## config.mk

```make
export PLATFORM = sky130hd
export DESIGN_NAME = inimigo_movimento
export DESIGN_NICKNAME = d
export VERILOG_FILES = /design/src/rtl/inimigo_movimento.sv
export SDC_FILE = /design/constraint.sdc
export NUM_CORES = 1
export LEC_CHECK = 0
export CAP_MARGIN = 15
export CELL_PAD_IN_SITES_DETAIL_PLACEMENT = 0
export CELL_PAD_IN_SITES_GLOBAL_PLACEMENT = 2
export CORE_AREA = 2 2 83 85
export CTS_CLUSTER_SIZE = 16
export DETAILED_ROUTE_END_ITERATION = 6
export DIE_AREA = 0 0 85 87
export PLACE_DENSITY = 0.94
export SYNTH_ARGS = -nofsm -noshare
export SYNTH_HDL_FRONTEND = slang
export SYNTH_SLANG_ARGS = --single-unit
export TNS_END_PERCENT = 1
```

## constraint.sdc

```tcl
create_clock -name clk -period 7.4 [get_ports clk]
set_clock_uncertainty 0.05 [all_clocks]
set_input_delay 2.22 -clock clk [delete_from_list [all_inputs] [get_ports clk]]
set_output_delay 2.22 -clock clk [all_outputs]
set_load 0.01 [all_outputs]
```

## src/rtl/inimigo_movimento.sv

```systemverilog
// Enemy sprite motion: marches sideways once per step period, drops a row at each edge.
// Optional INIMIGO_ACCEL_EN shortens the step period by one frame per descent.
module inimigo_movimento #(
    parameter int X_START         = 100,
    parameter int Y_START         = 40,
    parameter int X_MIN           = 8,
    parameter int X_MAX           = 608,
    parameter int STEP_X          = 4,
    parameter int STEP_Y          = 12,
    parameter int Y_LIMIT         = 420,
    parameter int FRAMES_PER_STEP = 30,
    parameter int FRAMES_MIN      = 5,
    parameter int V_ACTIVE        = 480
) (
    input  logic       clk,
    input  logic       reset,
    input  logic [9:0] h_counter,
    input  logic [9:0] v_counter,
    input  logic       hit,
    output logic [9:0] posX,
    output logic [9:0] posY,
    output logic       alive,
    output logic       landed,
    output logic       dir
);

    localparam logic [1:0] MOVE   = 2'd0;
    localparam logic [1:0] DEAD   = 2'd1;
    localparam logic [1:0] LANDED = 2'd2;

    logic [1:0]  state;
    logic        vb;
    logic        vb_d;
    logic        frame_pulse;
    logic        step_tick;
    logic [7:0]  fcnt;
    logic [7:0]  period;
    logic [10:0] nx_right;
    logic [10:0] ny;
    logic        can_right;
    logic        can_left;
    logic        at_edge;
    logic        descend;

    always_comb begin
        vb          = (v_counter == 10'(V_ACTIVE)) && (h_counter == 10'd0);
        frame_pulse = vb && !vb_d;
        step_tick   = frame_pulse && (fcnt >= period - 8'd1);
        nx_right    = {1'b0, posX} + 11'(STEP_X);
        ny          = {1'b0, posY} + 11'(STEP_Y);
        can_right   = nx_right <= 11'(X_MAX);
        can_left    = {1'b0, posX} >= 11'(X_MIN + STEP_X);
        at_edge     = dir ? !can_left : !can_right;
        // a same-cycle hit wins over the step, so it must also block descent
        descend     = (state == MOVE) && !hit && step_tick && at_edge;
    end

`ifdef INIMIGO_ACCEL_EN
    logic [7:0] cur_period;

    assign period = cur_period;

    always_ff @(posedge clk) begin
        if (reset) begin
            cur_period <= 8'(FRAMES_PER_STEP);
        end else if (descend) begin
            if (cur_period > 8'(FRAMES_MIN))
                cur_period <= cur_period - 8'd1;
            else
                cur_period <= 8'(FRAMES_MIN);
        end
    end
`else
    localparam int unused_frames_min = FRAMES_MIN;

    assign period = 8'(FRAMES_PER_STEP);
`endif

    always_ff @(posedge clk) begin
        if (reset) begin
            vb_d <= 1'b0;
            fcnt <= 8'd0;
        end else begin
            vb_d <= vb;
            if (step_tick)
                fcnt <= 8'd0;
            else if (frame_pulse)
                fcnt <= fcnt + 8'd1;
        end
    end

    always_ff @(posedge clk) begin
        if (reset) begin
            state  <= MOVE;
            posX   <= 10'(X_START);
            posY   <= 10'(Y_START);
            dir    <= 1'b0;
            alive  <= 1'b1;
            landed <= 1'b0;
        end else begin
            unique case (state)
                MOVE: begin
                    if (hit) begin
                        alive <= 1'b0;
                        state <= DEAD;
                    end else if (step_tick) begin
                        if (!at_edge) begin
                            if (dir)
                                posX <= posX - 10'(STEP_X);
                            else
                                posX <= nx_right[9:0];
                        end else begin
                            dir <= !dir;
                            if (ny >= 11'(Y_LIMIT)) begin
                                posY   <= 10'(Y_LIMIT);
                                landed <= 1'b1;
                                state  <= LANDED;
                            end else begin
                                posY <= ny[9:0];
                            end
                        end
                    end
                end
                DEAD: begin
                    state <= DEAD;
                end
                LANDED: begin
                    state <= LANDED;
                end
                default: begin
                    state <= MOVE;
                end
            endcase
        end
    end

endmodule

```

Word level (Yosys, flattened, before mapping). Cells that the tools add are included.

$add $sub $neg: 4. $mul: 0. Divide/modulo/power cells: 0. Magnitude comparators: 4. Equal/unequal tests: 6. Shift-type cells: 0. Muxes and demuxes: 8. Bitwise gates (word level): 2. Reductions and logical operators: 15.

Operator list (count): $mux 10 (2); $add 10x3->11 const B (1); $add 10x4->11 const B (1); $ge 11x9->1 const B (1); $le 11x10->1 const B (1); $eq 10x9->1 const B (1); $ge 10x4->1 const B (1); $logic_not 10->1 (1); $sub 10x3->10 const B (1); $add 8x1->8 const B (1); $ge 8x5->1 const B (1); $mux 2 (4); $reduce_and 4->1 (2); $ne 3x3->1 const B (2); $pmux 2 s3 (1); $reduce_and 5->1 (1); $logic_not 1->1 (4); $logic_and 1x1->1 (3); $ne 3x2->1 const B (1); $reduce_and 3->1 (1); $eq 2x1->1 const B (1); $eq 2x2->1 const B (1); $logic_not 2->1 (1); $not 1->1 (2); 3 further kinds (3).

Flip-flop bits (word level): 34. Bits in latches: 0. Memory bits (writable): 0. ROM bits: 0. Logic and storage cells: 47. Memories: 0.

Longest topological paths before layout. Gate-level depths: netlist of the first run.

Word-level depth: 8. Depth in mapped cells: 10. Mapped depth without buffers: 8.

Worst setup path after synthesis of the first run. Ideal clock, no wire load.

Path kind: input to register. Start point: input v_counter[9]. End point: register posX[8]. Setup time: 0.070 ns. Data arrival time: 4.123 ns. Slack: 3.156 ns. Cell stages on the path: 7. Path buffers: 1. Path through: nor4b_2 -> and4_1 -> nand3b_2 -> or4b_4 -> buf_6 -> or4_1 -> a21oi_1.

Cells in the longest elaborated chain, start to end: 5.

Ends and longest elaborated chain: start, declared (line 18) `input logic [9:0] v_counter,`; $eq 10x9->1 (line 46) `vb = (v_counter == 10'(V_ACTIVE)) && (h_counter == 10'd0);`; $logic_and 1x1->1 (line 46); $logic_and 1x1->1 (line 47) `frame_pulse = vb && !vb_d;`; $logic_and 1x1->1 (line 48) `step_tick = frame_pulse && (fcnt >= period - 8'd1);`; $reduce_and 4->1 (no source line); end signal, assigned (line 95) `posX <= 10'(X_START);`; end signal, assigned (line 109) `posX <= posX - 10'(STEP_X);`; end signal, assigned (line 111) `posX <= nx_right[9:0];`; end, declared (line 20) `output logic [9:0] posX,`.

Every way passes these cells. A chain may end at the register's enable or synchronous reset.

Worst setup path in the final report of the first run.
Start point: input v_counter[9]. End point: register posY[8].

Cells in the longest elaborated chain, start to end: 5.

Ends and longest elaborated chain: $eq 10x9->1 (line 46); $logic_and 1x1->1 (line 46); $logic_and 1x1->1 (line 47); $logic_and 1x1->1 (line 48); $reduce_and 4->1 (no source line); end signal, assigned (line 96) `posY <= 10'(Y_START);`; end signal, assigned (line 115) `posY <= 10'(Y_LIMIT);`; end signal, assigned (line 119) `posY <= ny[9:0];`; end, declared (line 21) `output logic [9:0] posY,`.

Every way passes these cells.

==> reports/results.txt, run 1 <==
Root Driver -> clkbuf_8
CP Max Fanout -> 12
Yosys top cell by area -> dfxtp_1
wire per inst -> 13.2 um
Commonest cells post-synth -> dfxtp_1, nand2_1, nor2_1, a21oi_1, inv_1
hold_buf cts -> 0
mapped cell area -> 0.00196 mm^2
pin count of the biggest net entering global routing -> 30
Final Critical Period -> 4.57 ns
hold path depth -> 2
Avg Cell Area, Syn -> 8.15 um^2
initial antenna violation count -> 0
adder-cell area share of the yosys netlist -> 4.48%
async set or reset register ratio after synthesis -> 0%
worst hold path class -> register to register
routed wire length -> 4.70 mm
Post-CTS Setup Inserts -> 0
Max Root-Sink Buffers -> 2
post-synthesis sequential area ratio -> 30.7%
Internal Power -> 255 uW
core box area -> 0.00657 mm^2
crit share post-route -> 61.7%
Unique masters post-synth -> 60
CP Launch Type -> input pin
chip height -> 87 um
Fill cells -> 691
layout cells sized above 1 -> 6.55%
worst hold endpoint -> alive
YS warnings -> 0
Crit. End Element -> register
Final setup viols -> 0
H-tree depth -> 2
hold path startpoint -> alive
GRT Util Overall -> 13.5%
post-synth top area share -> 30.7%
Detailed Place HPWL -> 3.47 mm
worst slew pin tran -> 0.921 ns
largest family of logic cells by synthesized area -> simple AND/OR/NAND/NOR gates
VDD IR max -> 61.9 uV
Sw Share -> 22.0%
Logic pwr share -> 8.3%
Critical R2R Launch -> posX[5]
Worst R2R Setup Slack -> 4.85 ns
highest clock rate -> 0.219 GHz
worst reg-to-reg path cell count -> 7
port bufs -> 41
ranking of synthesized cells by area -> dfxtp_1, ha_1, a21oi_1
I/O pin cnt -> 46
pre-CTS WS -> 2.52 ns
CTS tree -> done
Clock Power Share -> 40.8%
first-pass GRT wire length -> 8.22 mm
Crit Path Class -> input pin to register
post-synthesis xor/xnor area fraction -> 2.69%
Tot Pwr -> 326 uW
Final Max Slew Viols -> 0
mux cell area share after synthesis -> 0.576%
Setup TNS -> 0 ns
max_cap viols -> 0
status -> completed
cells after synthesis -> 240
worst skew pair latency -> 0.27 ns
GR Overflow Total -> 0
Die ar. -> 0.00740 mm^2
# resized after CTS -> 0
routed vias/inst -> 5.39
clock sinks -> 30
Die Width -> 85 um
Vias -> 1,915
CP Launch Point -> v_counter[9]
FP Rows -> 30
complex-gate fraction of the synthesized area -> 21.2%
drt first-iter violations -> 80
drt first pass iters -> 4
Reg-to-Reg End -> posY[4]
vias in the first global route -> 1,746
n_diodes -> 0
unrepaired setup endpoints after global routing -> false
clk slew on worst S/H paths -> 0.06 ns
Routed Antenna Nets -> 0
Sequential Power Share -> 50.9%
Final #Nets -> 304
Max transition margin -> 38.5%
Switch Pwr -> 71.9 uW
DRC viols -> 0
TritonCTS Buffers -> 5
ys flop type -> dfxtp_1
Synth Register Bits -> 30
initial core utilization -> 29.8%
Crit path required time -> 7.52 ns
cell with the most instances after synthesis -> dfxtp_1
critical path arrival -> 4.69 ns
Pwr Density -> 131 mW/mm^2
EDFF count, synth -> 0
Pleak -> 0.832 nW
Syn-to-layout area delta -> 27.1%
Fin. Hold Viols -> 0
simple-gate area share of the yosys netlist -> 32.5%
Final GP Congestion -> 0.778
Worst Setup Slack, final -> 2.83 ns
[kinds of logic after synthesis]
| family | Yosys count |
|---|---|
| simple gates | 104 |
| other cells | 1 |
| xor+xnor | 6 |
| flops | 30 |
| mux | 1 |
| compound gates | 59 |
| fa+ha+maj | 7 |
| buf+inv | 32 |
[cell usage in the layout (no fill, tap or decap), types with 5 or more instances in the layout]
cell type         n
nand2_1          16
o21ai_0           5
nor3_1           11
nand4_1           8
a31oi_1           7
dfxtp_1          30
o31ai_1           7
a211oi_1          5
a21oi_1          13
clkdlybuf4s50_1  41
inv_1            13
or4_1             7
or3_1             6
ha_1              7
nand3_1           9
clkbuf_8          6
nor2_1           16
[routing by layer]
metal  up-vias  share of wire (%)  global-route usage [%]
met3         4                4.9                    3.79
li1        969                  -                       -
met1       902                 49                    17.5
met5         -                  0                       0
met2        40                 45                    21.8
met4         0               0.98                    3.90
[stage by stage]
stage          hold slack [ns]  utilization, %  std cells  instance area (um^2)
2_1_floorplan            0.375               -        243                  1970
3_3_place_gp             0.382            36.5        347                  2390
3_5_place_dp             0.392            36.5        347                  2390
4_1_cts                  0.406            37.8        355                  2490
5_1_grt                  0.431            37.8        355                  2490
6_report                 0.398            37.8        355                  2490
[flip-flops by register name (all words and copies together), names as in the netlist]
| name | count |
|---|---|
| state | 2 |
| fcnt | 8 |
| dir | 1 |
| posY | 8 |
| landed | 1 |
| alive | 1 |
| posX | 8 |
| vb_d | 1 |
[power groups by stage]
stage / clock network [mW] / registers [mW] / logic (mW)
after global placement: 0 / 0.170 / 0.0269
after CTS: 0.140 / 0.166 / 0.0274
final: 0.133 / 0.166 / 0.0270
after floorplan: 0 / 0.168 / 0.0125
after global routing: 0.148 / 0.167 / 0.0296
after detailed placement: 0 / 0.170 / 0.0273
[area by class of cell]
class / instances / area, um^2 / area share (%)
Inverter: 14 / 52.6 / 2.11
Multi-Input combinational cell: 181 / 1220 / 49.2
Tap cell: 80 / 100 / 4.03
Sequential cell: 30 / 601 / 24.2
Timing Repair Buffer: 42 / 418 / 16.8
Clock buffer: 7 / 86.3 / 3.47
Clock inverter: 1 / 5.00 / 0.201
[how the worst max path moves through the flow]
stage / end / slack (ns) / cells after the start
floorplan: posX[8] / 3.16 / 7
global placement: posY[8] / 2.62 / 7
detailed placement: posY[8] / 2.52 / 7
CTS: posY[8] / 2.83 / 7
global route: posY[8] / 2.58 / 7
finish: posY[8] / 2.83 / 7
[worst max-delay path, cell delays in order]
cell and delay, ns:
clkdlybuf4s50_1 0.41, nor4b_2 0.33, and4_1 0.27, nand3b_2 0.15, nor4b_2 0.83, nand3_1 0.16, a221oi_1 0.31
No activity file was read; power rests on OpenSTA's default activity.
==> run 2: changes to the inputs <==
--- a/config.mk
+++ b/config.mk
@@ -8,11 +8,11 @@
 export CAP_MARGIN = 15
 export CELL_PAD_IN_SITES_DETAIL_PLACEMENT = 0
 export CELL_PAD_IN_SITES_GLOBAL_PLACEMENT = 2
-export CORE_AREA = 2 2 83 85
+export CORE_AREA = 2 2 90 92
 export CTS_CLUSTER_SIZE = 16
 export DETAILED_ROUTE_END_ITERATION = 6
-export DIE_AREA = 0 0 85 87
-export PLACE_DENSITY = 0.94
+export DIE_AREA = 0 0 92 94
+export PLACE_DENSITY = 0.86
 export SYNTH_ARGS = -nofsm -noshare
 export SYNTH_HDL_FRONTEND = slang
 export SYNTH_SLANG_ARGS = --single-unit
==> constraint.sdc (replaced) <==
create_clock -name clk -period 4.1 [get_ports clk]
set_clock_uncertainty 0.05 [all_clocks]
set_input_delay 1.23 -clock clk [delete_from_list [all_inputs] [get_ports clk]]
set_output_delay 1.23 -clock clk [all_outputs]
set_load 0.01 [all_outputs]
==> run 2 against run 1 <==
Against the previous run: cell count up 7.3%; first-iteration DRC count up 29%; sequential share of layout area is 0.58 points lower; power grew 82%; critical path depth is the same; clock-buffer cell count shrank 1; worst hold slack about the same; die area up 17%; critical path type unchanged; largest cell class unchanged; highest routed layer unchanged.
==> reports/results.txt, run 2 (synthesis gave the netlist of run 1 again) <==
status -> completed (unchanged)
Sequential Power Share -> 50.5% (was 50.9%)
final core occ -> 33.5% (was 37.8%)
FP Rows -> 32 (was 30)
chip height -> 94 um (was 87 um)
Max Root-Sink Buffers -> 2 (unchanged)
DP Area -> 0.00245 mm^2 (was 0.00239 mm^2)
initial antenna violation count -> 0 (unchanged)
hold_buf cts -> 0 (unchanged)
wire per inst -> 12.7 um (was 13.2 um)
most frequent cells in the layout -> clkdlybuf4s50_1, dfxtp_1, nor2_1, nand2_1 (unchanged)
pin count of the biggest net entering global routing -> 30 (unchanged)
Sw Share -> 22.5% (was 22.0%)
most common cell after layout, fill and taps aside -> clkdlybuf4s50_1 (unchanged)
hold_ws -> 0.398 ns (about the same)
worst hold path class -> register to register (unchanged)
CTS tree -> done (unchanged)
routed wire length -> 4.84 mm (was 4.70 mm)
Die Width -> 92 um (was 85 um)
routed vias/inst -> 5.04 (was 5.39)
max_cap viols -> 0 (unchanged)
Routed Antenna Nets -> 0 (unchanged)
H-tree depth -> 2 (unchanged)
n_diodes -> 0 (unchanged)
Tot Pwr -> 594 uW (was 326 uW)
initial core utilization -> 25.7% (was 29.8%)
crit share post-route -> 85.5%
Pleak -> 0.852 nW (was 0.832 nW)
Crit path required time -> 4.25 ns (was 7.52 ns)
Final setup viols -> 0 (unchanged)
core box area -> 0.00761 mm^2 (was 0.00657 mm^2)
Pwr Density -> 233 mW/mm^2 (was 131 mW/mm^2)
Clock Power Share -> 41.1% (was 40.8%)
Final GP Congestion -> 0.779 (was 0.778)
Internal Power -> 460 uW (was 255 uW)
first-pass GRT wire length -> 8.38 mm (was 8.22 mm)
drt first pass iters -> 4 (unchanged)
CP Max Fanout -> 13 (was 12)
layout cells sized above 1 -> 8.24% (was 6.55%)
drt first-iter violations -> 103 (was 80)
TritonCTS Buffers -> 5 (unchanged)
Largest regs -> fcnt: 8 flops, posX: 8 flops, posY: 8 flops (unchanged)
worst slew pin tran -> 0.834 ns (was 0.921 ns)
Setup TNS -> 0 ns (unchanged)
Final Critical Period -> 3.50 ns
DRC viols -> 0 (unchanged)
final instance area -> 0.00255 mm^2 (was 0.00249 mm^2)
Syn-to-layout area delta -> 30.3% (was 27.1%)
CP Launch Type -> input pin (unchanged)
Final #Nets -> 308 (was 304)
worst skew pair latency -> 0.28 ns (was 0.27 ns)
GRT Util Overall -> 11.7% (was 13.5%)
vias in the first global route -> 1,798 (was 1,746)
I/O pin cnt -> 46 (unchanged)
port bufs -> 41 (unchanged)
Post-CTS Setup Inserts -> 0 (unchanged)
Crit. End Element -> register (unchanged)
Detailed Place HPWL -> 3.60 mm (was 3.47 mm)
clock sinks -> 30 (unchanged)
Logic pwr share -> 8.4% (was 8.3%)
Fin. Hold Viols -> 0 (unchanged)
highest clock rate -> 0.285 GHz
# resized after CTS -> 0 (unchanged)
critical path arrival -> 3.66 ns (was 4.69 ns)
unrepaired setup endpoints after global routing -> false (unchanged)
Max transition margin -> 43.9% (was 38.5%)
VDD IR max -> 114 uV (was 61.9 uV)
Die ar. -> 0.00865 mm^2 (was 0.00740 mm^2)
Switch Pwr -> 134 uW (was 71.9 uW)
Crit Path Class -> input pin to register (unchanged)
clk slew on worst S/H paths -> 0.06 ns (about the same)
Vias -> 1,922 (was 1,915)
Final Max Slew Viols -> 0 (unchanged)
Root Driver -> clkbuf_8 (unchanged)
GR Overflow Total -> 0 (unchanged)
## run 2: power by group through the flow
stage               Clock (mW)  Sequential (mW)  Combinational [mW]
floorplan                    0            0.304              0.0225
global placement             0            0.306              0.0500
detailed placement           0            0.307              0.0501
CTS                      0.257            0.300              0.0502
global route             0.268            0.301              0.0540
finish                   0.244            0.300              0.0498
## run 2: critical path, stage by stage
cell and delay, ns:
clkdlybuf4s50_1 0.39, nor4_1 0.33, and4_1 0.27, nand3b_2 0.15, or4b_4 0.64, or4_1 0.49
a21oi_1 0.16
## run 2: through the flow
| step | std cells | worst slack (ns) |
|---|---|---|
| floorplan | 243 | 0.846 |
| global placement | 373 | 0.377 |
| detailed placement | 373 | 0.303 |
| CTS | 381 | 0.595 |
| global route | 381 | 0.473 |
| finish | 381 | 0.596 |
## run 2: cell type report
cell class | count | area, um^2
Clock buffer | 6 | 82.6
Inverter | 14 | 52.6
Fill cell | 806 | 5060
Multi-Input combinational cell | 181 | 1220
Sequential cell | 30 | 601
Timing Repair Buffer | 46 | 448
Clock inverter | 2 | 12.5
Tap cell | 102 | 128
## run 2: final timing paths
check               startpoint  slack (ns)  cells after the start  endpoint
hold / removal           alive        0.40                      2     alive
hold reg to reg          alive        0.40                      2     alive
setup reg to reg       posX[5]        1.52                      7   posY[4]
setup / recovery  h_counter[4]        0.60                      7   posX[9]
## run 2: routing by layer
layer  vias to the layer above  GRT usage (%)  wire length (um)
met2                        48           18.9              2170
met3                         2           2.81               237
met1                       901           15.4              2410
met5                         -              0                 0
li1                        971              -                 -
met4                         0           3.36                24
==> run 3: changes to the inputs <==
--- a/config.mk
+++ b/config.mk
@@ -8,10 +8,10 @@
 export CAP_MARGIN = 15
 export CELL_PAD_IN_SITES_DETAIL_PLACEMENT = 0
 export CELL_PAD_IN_SITES_GLOBAL_PLACEMENT = 2
-export CORE_AREA = 2 2 90 92
+export CORE_AREA = 2 2 100 83
 export CTS_CLUSTER_SIZE = 16
 export DETAILED_ROUTE_END_ITERATION = 6
-export DIE_AREA = 0 0 92 94
+export DIE_AREA = 0 0 102 85
 export PLACE_DENSITY = 0.86
 export SYNTH_ARGS = -nofsm -noshare
 export SYNTH_HDL_FRONTEND = slang
==> run 3 against run 2 <==
Against the previous run: clock-buffer cell count is the same; cell area unchanged; setup slack worse by 0.0091 ns; critical path depth did not move; core utilization shrank 0.37 points; power rose by 0.75%; cell count grew 1.3%; die area grew 0.25%; combinational power decreased by 3%; largest power group unchanged.
==> reports/results.txt, run 3 (synthesis gave the netlist of run 1 again) <==
Reg-to-Reg End -> posY[4] (unchanged)
Max stage delay cell, worst path -> or4b_4 (unchanged)
Pleak -> 0.847 nW (was 0.852 nW)
hold path startpoint -> state[0] (was alive)
Vias -> 1,929 (was 1,922)
max_cap viols -> 0 (unchanged)
status -> completed (unchanged)
Final Max Slew Viols -> 0 (unchanged)
hold_buf cts -> 0 (unchanged)
Critical R2R Launch -> posX[5] (unchanged)
initial core utilization -> 25.4% (was 25.7%)
Final #Nets -> 307 (was 308)
Clock Power Share -> 41.8% (was 41.1%)
Internal Power -> 460 uW (about the same)
highest clock rate -> 0.285 GHz (about the same)
# resized after CTS -> 0 (unchanged)
critical path, cell by cell -> clkdlybuf4s50_1, nor4_1, and4_1, nand3b_2, or4b_4, or4_1, a21oi_1 (unchanged)
dpl cells -> 378 (was 373)
Crit Path Class -> input pin to register (unchanged)
H-tree depth -> 2 (unchanged)
crit share post-route -> 85.7% (was 85.5%)
routed vias/inst -> 5.00 (was 5.04)
Sw Share -> 23.2% (was 22.5%)
I/O pin cnt -> 46 (unchanged)
Largest regs -> fcnt: 8 flops, posX: 8 flops, posY: 8 flops (unchanged)
Root Driver -> clkbuf_8 (unchanged)
CP Launch Point -> h_counter[4] (unchanged)
GR Overflow Total -> 0 (unchanged)
Final GP Congestion -> 0.837 (was 0.779)
TritonCTS Buffers -> 5 (unchanged)
Fin. Hold Viols -> 0 (unchanged)
Die ar. -> 0.00867 mm^2 (was 0.00865 mm^2)
vias in the first global route -> 1,798 (unchanged)
critical path arrival -> 3.68 ns (was 3.66 ns)
worst slew pin tran -> 0.817 ns (was 0.834 ns)
initial antenna violation count -> 0 (unchanged)
most common cell after layout, fill and taps aside -> clkdlybuf4s50_1 (unchanged)
drt first pass iters -> 4 (unchanged)
pre-CTS WS -> 0.300 ns (was 0.303 ns)
worst reg-to-reg path cell count -> 7 (unchanged)
GRT Util Overall -> 11.8% (was 11.7%)
drt first-iter violations -> 77 (was 103)
worst hold endpoint -> state[1] (was alive)
most frequent cells in the layout -> clkdlybuf4s50_1, dfxtp_1, nor2_1, nand2_1 (unchanged)
unrepaired setup endpoints after global routing -> false (unchanged)
Detailed Place HPWL -> 3.59 mm (was 3.60 mm)
Max Root-Sink Buffers -> 2 (unchanged)
Die Width -> 102 um (was 92 um)
Final setup viols -> 0 (unchanged)
CTS tree -> done (unchanged)
Top delay family on crit path -> simple AND/OR/NAND/NOR gates (unchanged)
critical path's largest stage delay -> 0.64 ns (about the same)
Pwr Density -> 235 mW/mm^2 (was 233 mW/mm^2)
worst hold path class -> register to register (unchanged)
Max transition margin -> 45.0% (was 43.9%)
CP Max Fanout -> 13 (unchanged)
core box area -> 0.00769 mm^2 (was 0.00761 mm^2)
Logic pwr share -> 8.1% (was 8.4%)
Setup TNS -> 0 ns (unchanged)
Post-CTS Setup Inserts -> 0 (unchanged)
Worst Setup Slack, final -> 0.587 ns (was 0.596 ns)
Syn-to-layout area delta -> 30.3% (unchanged)
clock sinks -> 30 (unchanged)
first-pass GRT wire length -> 8.37 mm (was 8.38 mm)
hold path depth -> 1 (was 2)
routed wire length -> 4.79 mm (was 4.84 mm)
Switch Pwr -> 139 uW (was 134 uW)
pin count of the biggest net entering global routing -> 30 (unchanged)
clk slew on worst S/H paths -> 0.07 ns (was 0.06 ns)
Sequential Power Share -> 50.1% (was 50.5%)
Routed Antenna Nets -> 0 (unchanged)
FP Rows -> 29 (was 32)
Crit. End Element -> register (unchanged)
n_diodes -> 0 (unchanged)
CP Buf/Inv Count -> 1 (unchanged)
CP Launch Type -> input pin (unchanged)
Final Critical Period -> 3.51 ns (was 3.50 ns)
worst skew pair latency -> 0.28 ns (about the same)
layout cells sized above 1 -> 7.91% (was 8.24%)
Worst R2R Setup Slack -> 1.46 ns (was 1.52 ns)
VDD IR max -> 97.3 uV (was 114 uV)
non-filler cells, final -> 386 (was 381)
chip height -> 85 um (was 94 um)
Crit path required time -> 4.26 ns (was 4.25 ns)
DRC viols -> 0 (unchanged)
wire per inst -> 12.4 um (was 12.7 um)
port bufs -> 41 (unchanged)
## run 3: how the worst max path moves through the flow
stage	end	slack, ns	cells past startpoint
floorplan	posX[8]	0.85	7
global placement	posX[4]	0.36	7
detailed placement	posX[7]	0.30	7
CTS	posX[7]	0.59	7
global route	posX[7]	0.36	7
finish	posX[4]	0.59	7
## run 3: layout make-up
class / count / area, um^2
fillers: 834 / 5140
flip-flops and latches: 30 / 601
inverters: 14 / 52.6
multi-input cells: 181 / 1220
well taps: 108 / 135
repair buffers: 45 / 440
clock buffers: 6 / 82.6
clock inverters: 2 / 12.5
## run 3: power groups by stage
stage	combinational, mW	clock [mW]	sequential (mW)
floorplan	0.0225	0	0.304
global placement	0.0484	0	0.307
detailed placement	0.0489	0	0.307
CTS	0.0491	0.264	0.300
global route	0.0528	0.277	0.301
finish	0.0484	0.250	0.300
## run 3: metal layers
metal	up-vias	GRT usage (%)	part of all wire (%)
li1	978	-	-
met1	884	17.4	54
met5	-	0	0
met3	7	4.12	6.8
met2	60	16.6	39
met4	0	2.18	0.58
## run 3: worst register-to-register path, delay by kind of cell (launching register included)
kind | cells | cell delay, ns
flops | 1 | 0.40
compound gates | 2 | 0.27
simple gates | 4 | 1.47
buf+inv | 1 | 0.30
## run 3: stage by stage
stage	utilization [%]	instance area, um^2	power [mW]	hold WS [ns]
after floorplan	-	1970	0.326	0.375
final	33.1	2550	0.598	0.398
after global placement	31.9	2450	0.355	0.387
after detailed placement	31.9	2450	0.355	0.385
after CTS	33.1	2550	0.613	0.402
after global routing	33.1	2550	0.630	0.411
